===== config.mk =====
export PLATFORM = sky130hd
export DESIGN_NAME = freq_detect_scheduler
export DESIGN_NICKNAME = d
export VERILOG_FILES = /design/src/rtl/freq_detect_scheduler.sv
export SDC_FILE = /design/constraint.sdc
export NUM_CORES = 1
export LEC_CHECK = 0
export BUFFER_PORTS_ARGS = -buffer_cell sky130_fd_sc_hd__buf_2
export CORE_UTILIZATION = 35
export DETAILED_ROUTE_END_ITERATION = 6
export PLACE_DENSITY_LB_ADDON = 0.12
export SYNTH_ARGS = -nofsm -noshare
export SYNTH_HDL_FRONTEND = slang
export SYNTH_SLANG_ARGS = --single-unit

===== constraint.sdc =====
create_clock -name Clk_ref_i_muxed -period 2.38 [get_ports Clk_ref_i_muxed]
set_input_delay 0 -clock Clk_ref_i_muxed [delete_from_list [all_inputs] [get_ports Clk_ref_i_muxed]]
set_output_delay 0 -clock Clk_ref_i_muxed [all_outputs]
set_load 0.03 [all_outputs]

===== src/rtl/freq_detect_scheduler.sv =====
// Time-shares one freq_detect instance across NCH test clocks. A round-robin
// sweeper steers the test-clock mux, lets it settle, starts a measurement,
// and waits for Finish with a timeout. It keeps sticky per-channel
// Warning/Stuck flags and the last result. A timeout parks the scheduler
// until Clear_i is pulsed.
module freq_detect_scheduler #(
    parameter int unsigned NCH     = 4,
    parameter int unsigned CW      = 2,
    parameter int unsigned WIDTH   = 16,
    parameter int unsigned SETTLE  = 8,
    parameter int unsigned TIMEOUT = 65535
) (
    input  logic             Clk_ref_i_muxed,
    input  logic             rstn_muxed,
    input  logic             Enable_i,
    input  logic [NCH-1:0]   ChMask_i,
    input  logic [15:0]      Period_i,
    input  logic             Clear_i,
    input  logic             Det_Finish_i,
    input  logic             Det_Warning_i,
    input  logic             Det_Stuck_i,
    input  logic [WIDTH-1:0] Det_Result_i,
    output logic             Det_Start_o,
    output logic [CW-1:0]    ClkSel_o,
    output logic [NCH-1:0]   ChWarning_o,
    output logic [NCH-1:0]   ChStuck_o,
    output logic [WIDTH-1:0] Result_o,
    output logic [CW-1:0]    ResultCh_o,
    output logic             ResultValid_o,
    output logic             SweepDone_o,
    output logic             Fault_o,
    output logic [CW-1:0]    FaultCh_o
);

    // One shared counter serves SETTLE, TIMEOUT and the 16-bit gap period.
    localparam int unsigned CNT_W = 17;

    typedef enum logic [2:0] {
        S_IDLE,
        S_SEL,
        S_START,
        S_WAIT,
        S_NEXT,
        S_GAP,
        S_HALT
    } state_t;

    state_t           state;
    logic [NCH-1:0]   mask_q;
    logic [CW-1:0]    ch;
    logic [CNT_W-1:0] cnt;

    logic             lo_found;
    logic [CW-1:0]    lo_ch;
    logic             nx_found;
    logic [CW-1:0]    nx_ch;
    logic             fin_set;
    logic             to_set;
    logic [NCH-1:0]   ch_bit;

    // Lowest enabled channel in the live mask, used to open a sweep.
    always_comb begin
        lo_found = 1'b0;
        lo_ch    = '0;
        for (int i = 0; i < int'(NCH); i++) begin
            if (ChMask_i[i] && !lo_found) begin
                lo_found = 1'b1;
                lo_ch    = CW'(i);
            end
        end
    end

    // Next enabled channel above the current one in the latched mask.
    // The search never wraps, so a sweep always ends after its highest channel.
    always_comb begin
        nx_found = 1'b0;
        nx_ch    = '0;
        for (int i = 0; i < int'(NCH); i++) begin
            if (mask_q[i] && (CW'(i) > ch) && !nx_found) begin
                nx_found = 1'b1;
                nx_ch    = CW'(i);
            end
        end
    end

    assign fin_set = (state == S_WAIT) && Det_Finish_i;
    assign to_set  = (state == S_WAIT) && !Det_Finish_i && (cnt == CNT_W'(TIMEOUT - 1));
    assign ch_bit  = NCH'(1) << ch;

    // Sweep sequencer: channel select, settle, start pulse, wait, advance, gap.
    always_ff @(posedge Clk_ref_i_muxed or negedge rstn_muxed) begin
        if (!rstn_muxed) begin
            state         <= S_IDLE;
            mask_q        <= '0;
            ch            <= '0;
            cnt           <= '0;
            Det_Start_o   <= 1'b0;
            ClkSel_o      <= '0;
            Result_o      <= '0;
            ResultCh_o    <= '0;
            ResultValid_o <= 1'b0;
            SweepDone_o   <= 1'b0;
        end else begin
            Det_Start_o   <= 1'b0;
            ResultValid_o <= 1'b0;
            SweepDone_o   <= 1'b0;
            case (state)
                S_IDLE: begin
                    if (Enable_i && lo_found) begin
                        mask_q   <= ChMask_i;
                        ch       <= lo_ch;
                        ClkSel_o <= lo_ch;
                        cnt      <= '0;
                        state    <= S_SEL;
                    end
                end
                S_SEL: begin
                    if (cnt == CNT_W'(SETTLE - 1)) begin
                        cnt         <= '0;
                        Det_Start_o <= 1'b1;
                        state       <= S_START;
                    end else begin
                        cnt <= cnt + CNT_W'(1);
                    end
                end
                S_START: begin
                    cnt   <= '0;
                    state <= S_WAIT;
                end
                S_WAIT: begin
                    if (fin_set) begin
                        Result_o      <= Det_Result_i;
                        ResultCh_o    <= ch;
                        ResultValid_o <= 1'b1;
                        state         <= S_NEXT;
                    end else if (to_set) begin
                        state <= S_HALT;
                    end else begin
                        cnt <= cnt + CNT_W'(1);
                    end
                end
                S_NEXT: begin
                    if (!Enable_i) begin
                        state <= S_IDLE;
                    end else if (nx_found) begin
                        ch       <= nx_ch;
                        ClkSel_o <= nx_ch;
                        cnt      <= '0;
                        state    <= S_SEL;
                    end else begin
                        SweepDone_o <= 1'b1;
                        if (Period_i == 16'd0) begin
                            state <= S_IDLE;
                        end else begin
                            cnt   <= CNT_W'(1);
                            state <= S_GAP;
                        end
                    end
                end
                S_GAP: begin
                    if (cnt >= {1'b0, Period_i}) begin
                        state <= S_IDLE;
                    end else begin
                        cnt <= cnt + CNT_W'(1);
                    end
                end
                S_HALT: begin
                    if (Clear_i) begin
                        state <= S_IDLE;
                    end
                end
                default: state <= S_IDLE;
            endcase
        end
    end

    // Sticky flags and fault record; a flag raised in the clear cycle survives.
    always_ff @(posedge Clk_ref_i_muxed or negedge rstn_muxed) begin
        if (!rstn_muxed) begin
            ChWarning_o <= '0;
            ChStuck_o   <= '0;
            Fault_o     <= 1'b0;
            FaultCh_o   <= '0;
        end else begin
            ChWarning_o <= (Clear_i ? {NCH{1'b0}} : ChWarning_o)
                         | ((fin_set && Det_Warning_i) ? ch_bit : {NCH{1'b0}});
            ChStuck_o   <= (Clear_i ? {NCH{1'b0}} : ChStuck_o)
                         | ((fin_set && Det_Stuck_i) ? ch_bit : {NCH{1'b0}});
            if (to_set) begin
                Fault_o   <= 1'b1;
                FaultCh_o <= ch;
            end else if (Clear_i) begin
                Fault_o   <= 1'b0;
                FaultCh_o <= '0;
            end
        end
    end

endmodule

==> metrics.cfg, run 1 <==
[status]
status=finished with violations
violations=design-rule violations

[synthesis]
synth_edf_count=0
syn-num-nets=402
yosys-top-cells-area=dfrtp_1, ha_1, mux2_2
synth_top_area_cell=dfrtp_1
yosysWarnings=0
synth-seq-area-share_pct=44.3
async_flop_share_pct=100
postSynthCellCount=341
ys_ff_latch=57
synth_top_area_share_pct=44.3
avgSynthCellArea_sq_um=9.44
syn_area_sq_mm=0.00322
ys.flop_type=dfrtp_1
ys_types=43

[route]
dr.pass1.iters=6
drcViolationCount=4
viasPerCell=5.12
drtIter0Drc=132
antenna_left=0
routedWlPerCell_microns=15.0
vias=2994
drt_wl_total_microns=8760

[grt]
grt_pass1_vias=2990
grt_use_total_pct=19.8
grt_max_degree=32
grt_pass1_wl_microns=14800
antenna_found_initial=0
overflow=0

[place]
hpwl_microns=6140
gp_congestion=0.821
port_buffers=76

[clock_network]
clk_pin_slew_ns=0.07
htree_levels=3
cts_buffer_depth=2
cts_buffers=9
clock_latency_ns=0.35
cts_tree=done
cts.sinks=57
cts-root-buf=clkbuf_8

[sta]
final_hold_viol_count=0
relSlewSlack_pct=53.6
timing.final.crit_share_pct=99.4
timing_worst_slew_pin_value_ns=0.695
rsz0062_at_grt=yes
setup_tns_ns=0
period_minus_slack_ns=2.37
clock_skew_ns=0.00611
drv_slew=0
hold_slack_ns=0.0475
fmax_mhz=423
setup_viol=0

[floorplan]
die_w_microns=97.9
pin_count=77
initial_utilization_pct=36.5
num_rows=34
core_sq_mm=0.00881
die_h_microns=97.9
die-area_sq_mm=0.00958

[min_path]
hold_class=in -> reg

[power_and_ir_drop]
peakVddDrop_mv=0.625
leakage_nw=2.18
powerDensity_mw_per_mm2=984

[setup_path]
cp-end-kind=register
startpoint_type=register
worstPathRequired_ns=2.64
path_class=reg -> reg
path_max_fanout=6
cp.arrival_ns=2.62

[final_layout]
layout_common_cells=buf_2, dfrtp_1, inv_1
fillCellCount=827
nets=533
n_antenna_cell=0
drive_above_1_share_pct=36.7
layout_commonest_cell=buf_2
syn_to_final_growth_pct=41.3

[run]
cap_violations=0

## path summary, 6_finish.rpt
| check | startpoint | endpoint | slack [ns] | depth (start not counted) |
|---|---|---|---|---|
| worst max-delay path | cnt[11] | cnt[15] | 0.01 | 9 |
| worst min register to register | ResultCh_o[1] | ResultCh_o[1] | 0.48 | 2 |
| max in group asynchronous | rstn_muxed | ChStuck_o[0] | 1.55 | 3 |
| worst max register to register | cnt[11] | cnt[15] | 0.01 | 9 |
| worst min-delay path | ChMask_i[0] | ch[1] | 0.05 | 4 |
| min in group asynchronous | rstn_muxed | state[0] | 0.23 | 2 |
## layout make-up
| cell class | count | area (sq um) | area share, % |
|---|---|---|---|
| clock buffers | 9 | 124 | 2.73 |
| clock inverters | 7 | 101 | 2.23 |
| flip-flops and latches | 57 | 1430 | 31.4 |
| inverters | 35 | 131 | 2.89 |
| well taps | 108 | 135 | 2.97 |
| multi-input cells | 239 | 1770 | 38.9 |
| repair buffers | 130 | 860 | 18.9 |
## cell families after synthesis
kind of cell             Yosys count  synth area share, %
flip-flops                        57                 44.3
buffers and inverters             45                 5.91
AO/OA/AOI/OAI                     86                 17.7
multiplexers                      20                 7.00
AND/OR/NAND/NOR                  115                 18.1
adder cells (fa/ha/maj)           18                 7.00
## per-stage QoR
step / cell area [sq um] / setup WS [ns] / utilization (%) / power (mW) / instances
5_1_grt: 4550 / -0.135 / 51.6 / 4.79 / 585
4_1_cts: 4460 / 0.0264 / 50.6 / 4.45 / 584
6_report: 4550 / 0.0134 / 51.6 / 4.47 / 585
3_5_place_dp: 3910 / -0.153 / 44.4 / 3.34 / 544
2_1_floorplan: 3220 / 0.00338 / - / 2.73 / 341
3_3_place_gp: 3910 / -0.0412 / 44.4 / 3.32 / 544
## power by group
part | switching [mW] | internal [mW] | total [mW]
logic | 1.25 | 0.785 | 2.03
registers | 0.166 | 1.23 | 1.40
clock network | 0.446 | 0.598 | 1.04
total | 1.86 | 2.61 | 4.47
## Yosys cell counts, types with 5 or more instances
| library cell | instances |
|---|---|
| dfrtp_1 | 57 |
| inv_1 | 34 |
| o31ai_1 | 6 |
| and3_1 | 6 |
| nor4_1 | 7 |
| ha_1 | 18 |
| mux2_2 | 20 |
| nor3_1 | 7 |
| nand2_1 | 32 |
| nor2b_1 | 7 |
| nand3_1 | 11 |
| o22ai_1 | 11 |
| o31ai_2 | 5 |
| a21oi_1 | 15 |
| a31oi_1 | 7 |
| o21ai_0 | 31 |
| buf_2 | 5 |
| nor2_1 | 24 |
## per-layer routing
layer  GRT usage, %  part of all wire (%)
met5              0                     0
met3           4.72                   3.8
met4           7.93                   2.0
met1           25.4                    46
met2           32.1                    48
## worst max-delay path: stages (launching register included)
cell and delay, ns:
dfrtp_1 0.43, ha_1 0.31, nand2_1 0.11, nor3_2 0.08, a2111oi_4 0.33, o21ai_2 0.12
a41o_1 0.27, or2_4 0.25, buf_4 0.18, o31ai_1 0.22
## registers in the layout, indices dropped and copies added (netlist names)
signal,flops
Fault_o,1
ResultValid_o,1
SweepDone_o,1
ChWarning_o,4
ch,2
state,3
Det_Start_o,1
mask_q,3
cnt,17
ChStuck_o,4
Result_o,16
FaultCh_o,2
ResultCh_o,2
## what timing repair did
action / in CTS / in global routing
buffers inserted: 1 / 1
resized for setup: 12 / 19
gates cloned: 0 / 0
endpoints found under the setup margin: 14 / 14
endpoints found under the hold margin: 54 / 0
hold buffers: 23 / 0
pin swaps: 4 / 6
Power figures use the tool's default switching activity.
==> run 2, diff against run 1 <==
--- a/config.mk
+++ b/config.mk
@@ -7,8 +7,10 @@
 export LEC_CHECK = 0
 export BUFFER_PORTS_ARGS = -buffer_cell sky130_fd_sc_hd__buf_2
 export CORE_UTILIZATION = 35
+export CTS_CLUSTER_SIZE = 25
 export DETAILED_ROUTE_END_ITERATION = 6
 export PLACE_DENSITY_LB_ADDON = 0.12
+export SKIP_CTS_REPAIR_TIMING = 1
 export SYNTH_ARGS = -nofsm -noshare
 export SYNTH_HDL_FRONTEND = slang
 export SYNTH_SLANG_ARGS = --single-unit
==> constraint.sdc (replaced) <==
create_clock -name Clk_ref_i_muxed -period 2.55 [get_ports Clk_ref_i_muxed]
set_input_delay 0 -clock Clk_ref_i_muxed [delete_from_list [all_inputs] [get_ports Clk_ref_i_muxed]]
set_output_delay 0 -clock Clk_ref_i_muxed [all_outputs]
set_load 0.03 [all_outputs]
==> run 2 against run 1 <==
  * The flow still finishes with violations (design-rule violations)
  * Cell count is 2.1% lower
  * Clock skew is 0.00051 ns higher
  * Clock power is 16% lower
  * Highest routed layer unchanged
==> metrics.cfg, run 2 (same netlist as run 1, synthesis figures left out) <==
[status]
status=finished with violations
violations=design-rule violations

[final_layout]
drive_above_1_share_pct=33.3
largest_reg_flops=17
layout_commonest_cell=buf_2
top_register=cnt
top_regs=cnt (17), Result_o (16)
fillCellCount=839
n_antenna_cell=0
nets=521
layout_common_cells=buf_2, dfrtp_1, inv_1
syn_to_final_growth_pct=34.7

[place]
pre_cts_ws_ns=0.0770
port_buffers=76
hpwl_microns=6050
gp_congestion=0.822

[power_and_ir_drop]
p_switching_mw=1.68
leakage_nw=2.09
power_mw=3.98
combPwrFrac_pct=44.5
pwr-share-clk_pct=21.9
p_int_mw=2.30
sw_frac_of_total_pct=42.3
sequentialPowerShare_pct=33.6
peakVddDrop_mv=0.442
powerDensity_mw_per_mm2=918

[clock_network]
htree_levels=3
cts-root-buf=clkbuf_8
clk_pin_slew_ns=0.07
cts_buffer_depth=2
cts.sinks=57
cts_tree=done
cts_buffers=9
clock_latency_ns=0.34

[route]
routedWlPerCell_microns=14.8
antenna_left=0
drtIter0Drc=107
dr.pass1.iters=6
viasPerCell=5.13
drt_wl_total_microns=8460
vias=2941
drcViolationCount=2

[grt]
grt_pass1_wl_microns=13900
grt_pass1_vias=2873
antenna_found_initial=0
overflow=0
grt_max_degree=28
grt_use_total_pct=18.4

[setup_path]
cp-end-kind=register
path_class=reg -> reg
startpoint_type=register
worstPathRequired_ns=2.78
critPathSlowestCell=dfrtp_2
cp_cell_sequence=ha_1, nand2_1, nor3_2, a2111oi_4, o21ai_2, a41o_1, or2_1, buf_12, o41ai_2
path_max_fanout=16
cp.arrival_ns=2.66
cpPeakStageDelay_ns=0.45

[floorplan]
die_h_microns=97.9
num_rows=34
die_w_microns=97.9
die-area_sq_mm=0.00958
pin_count=77
initial_utilization_pct=36.5
core_sq_mm=0.00881

[sta]
rsz0062_at_grt=no
fmax_mhz=413
final_hold_viol_count=0
drv_slew=0
setup_tns_ns=0
finalWorstSetupSlack_ns=0.127
timing_worst_slew_pin_value_ns=0.666
relSlewSlack_pct=55.6
clock_skew_ns=0.00662
timing.final.crit_share_pct=95.0
period_minus_slack_ns=2.42
setup_viol=0

[run]
cap_violations=0

[min_path]
hold_class=in -> reg

[run 2: stage by stage]
stage          hold slack [ns]  area (sq um)  util [%]  instances
2_1_floorplan           -0.296          3220         -        341
4_1_cts                 -0.298          4030      45.7        549
5_1_grt                 0.0754          4330      49.2        573
3_3_place_gp            0.0770          3820      43.4        533
3_5_place_dp            0.0666          3820      43.4        533
6_report                0.0650          4330      49.2        573
[run 2: worst paths after layout]
| path | start | end | slack, ns | depth (start not counted) |
|---|---|---|---|---|
| max | cnt[11] | cnt[10] | 0.13 | 9 |
| min | ChMask_i[0] | ch[1] | 0.07 | 4 |
| max reg2reg | cnt[11] | cnt[10] | 0.13 | 9 |
| min reg2reg | ResultCh_o[1] | ResultCh_o[1] | 0.47 | 2 |
| max in group asynchronous | rstn_muxed | ChStuck_o[0] | 1.53 | 3 |
| min in group asynchronous | rstn_muxed | cnt[6] | 0.23 | 2 |
[run 2: layout make-up]
class	instances	area [sq um]	area share (%)
timing repair buffer	118	766	17.7
sequential	57	1430	33.0
tap	108	135	3.12
clock buffer	10	138	3.18
clock inverter	6	66.3	1.53
multi-input combinational	239	1670	38.5
inverter	35	131	3.03
[run 2: power groups by stage]
stage	Combinational, mW	Sequential (mW)	Clock [mW]
global placement	1.72	1.34	0
detailed placement	1.74	1.35	0
finish	1.77	1.34	0.872
global route	1.94	1.37	0.936
CTS	1.75	1.33	0.898
floorplan	0.885	1.66	0
[run 2: worst max-delay path: cells and delay by family, from the launching register on]
family,cells,cell delay [ns]
buf+inv,1,0.16
simple gates,3,0.42
fa+ha+maj,1,0.29
compound gates,4,1.00
flops,1,0.45
[run 2: layer usage]
layer  GRT usage [%]  wire length (microns)
met5               0                      0
met4            4.78                     76
met3            4.87                    336
met2            29.3                   3880
met1            24.9                   4170
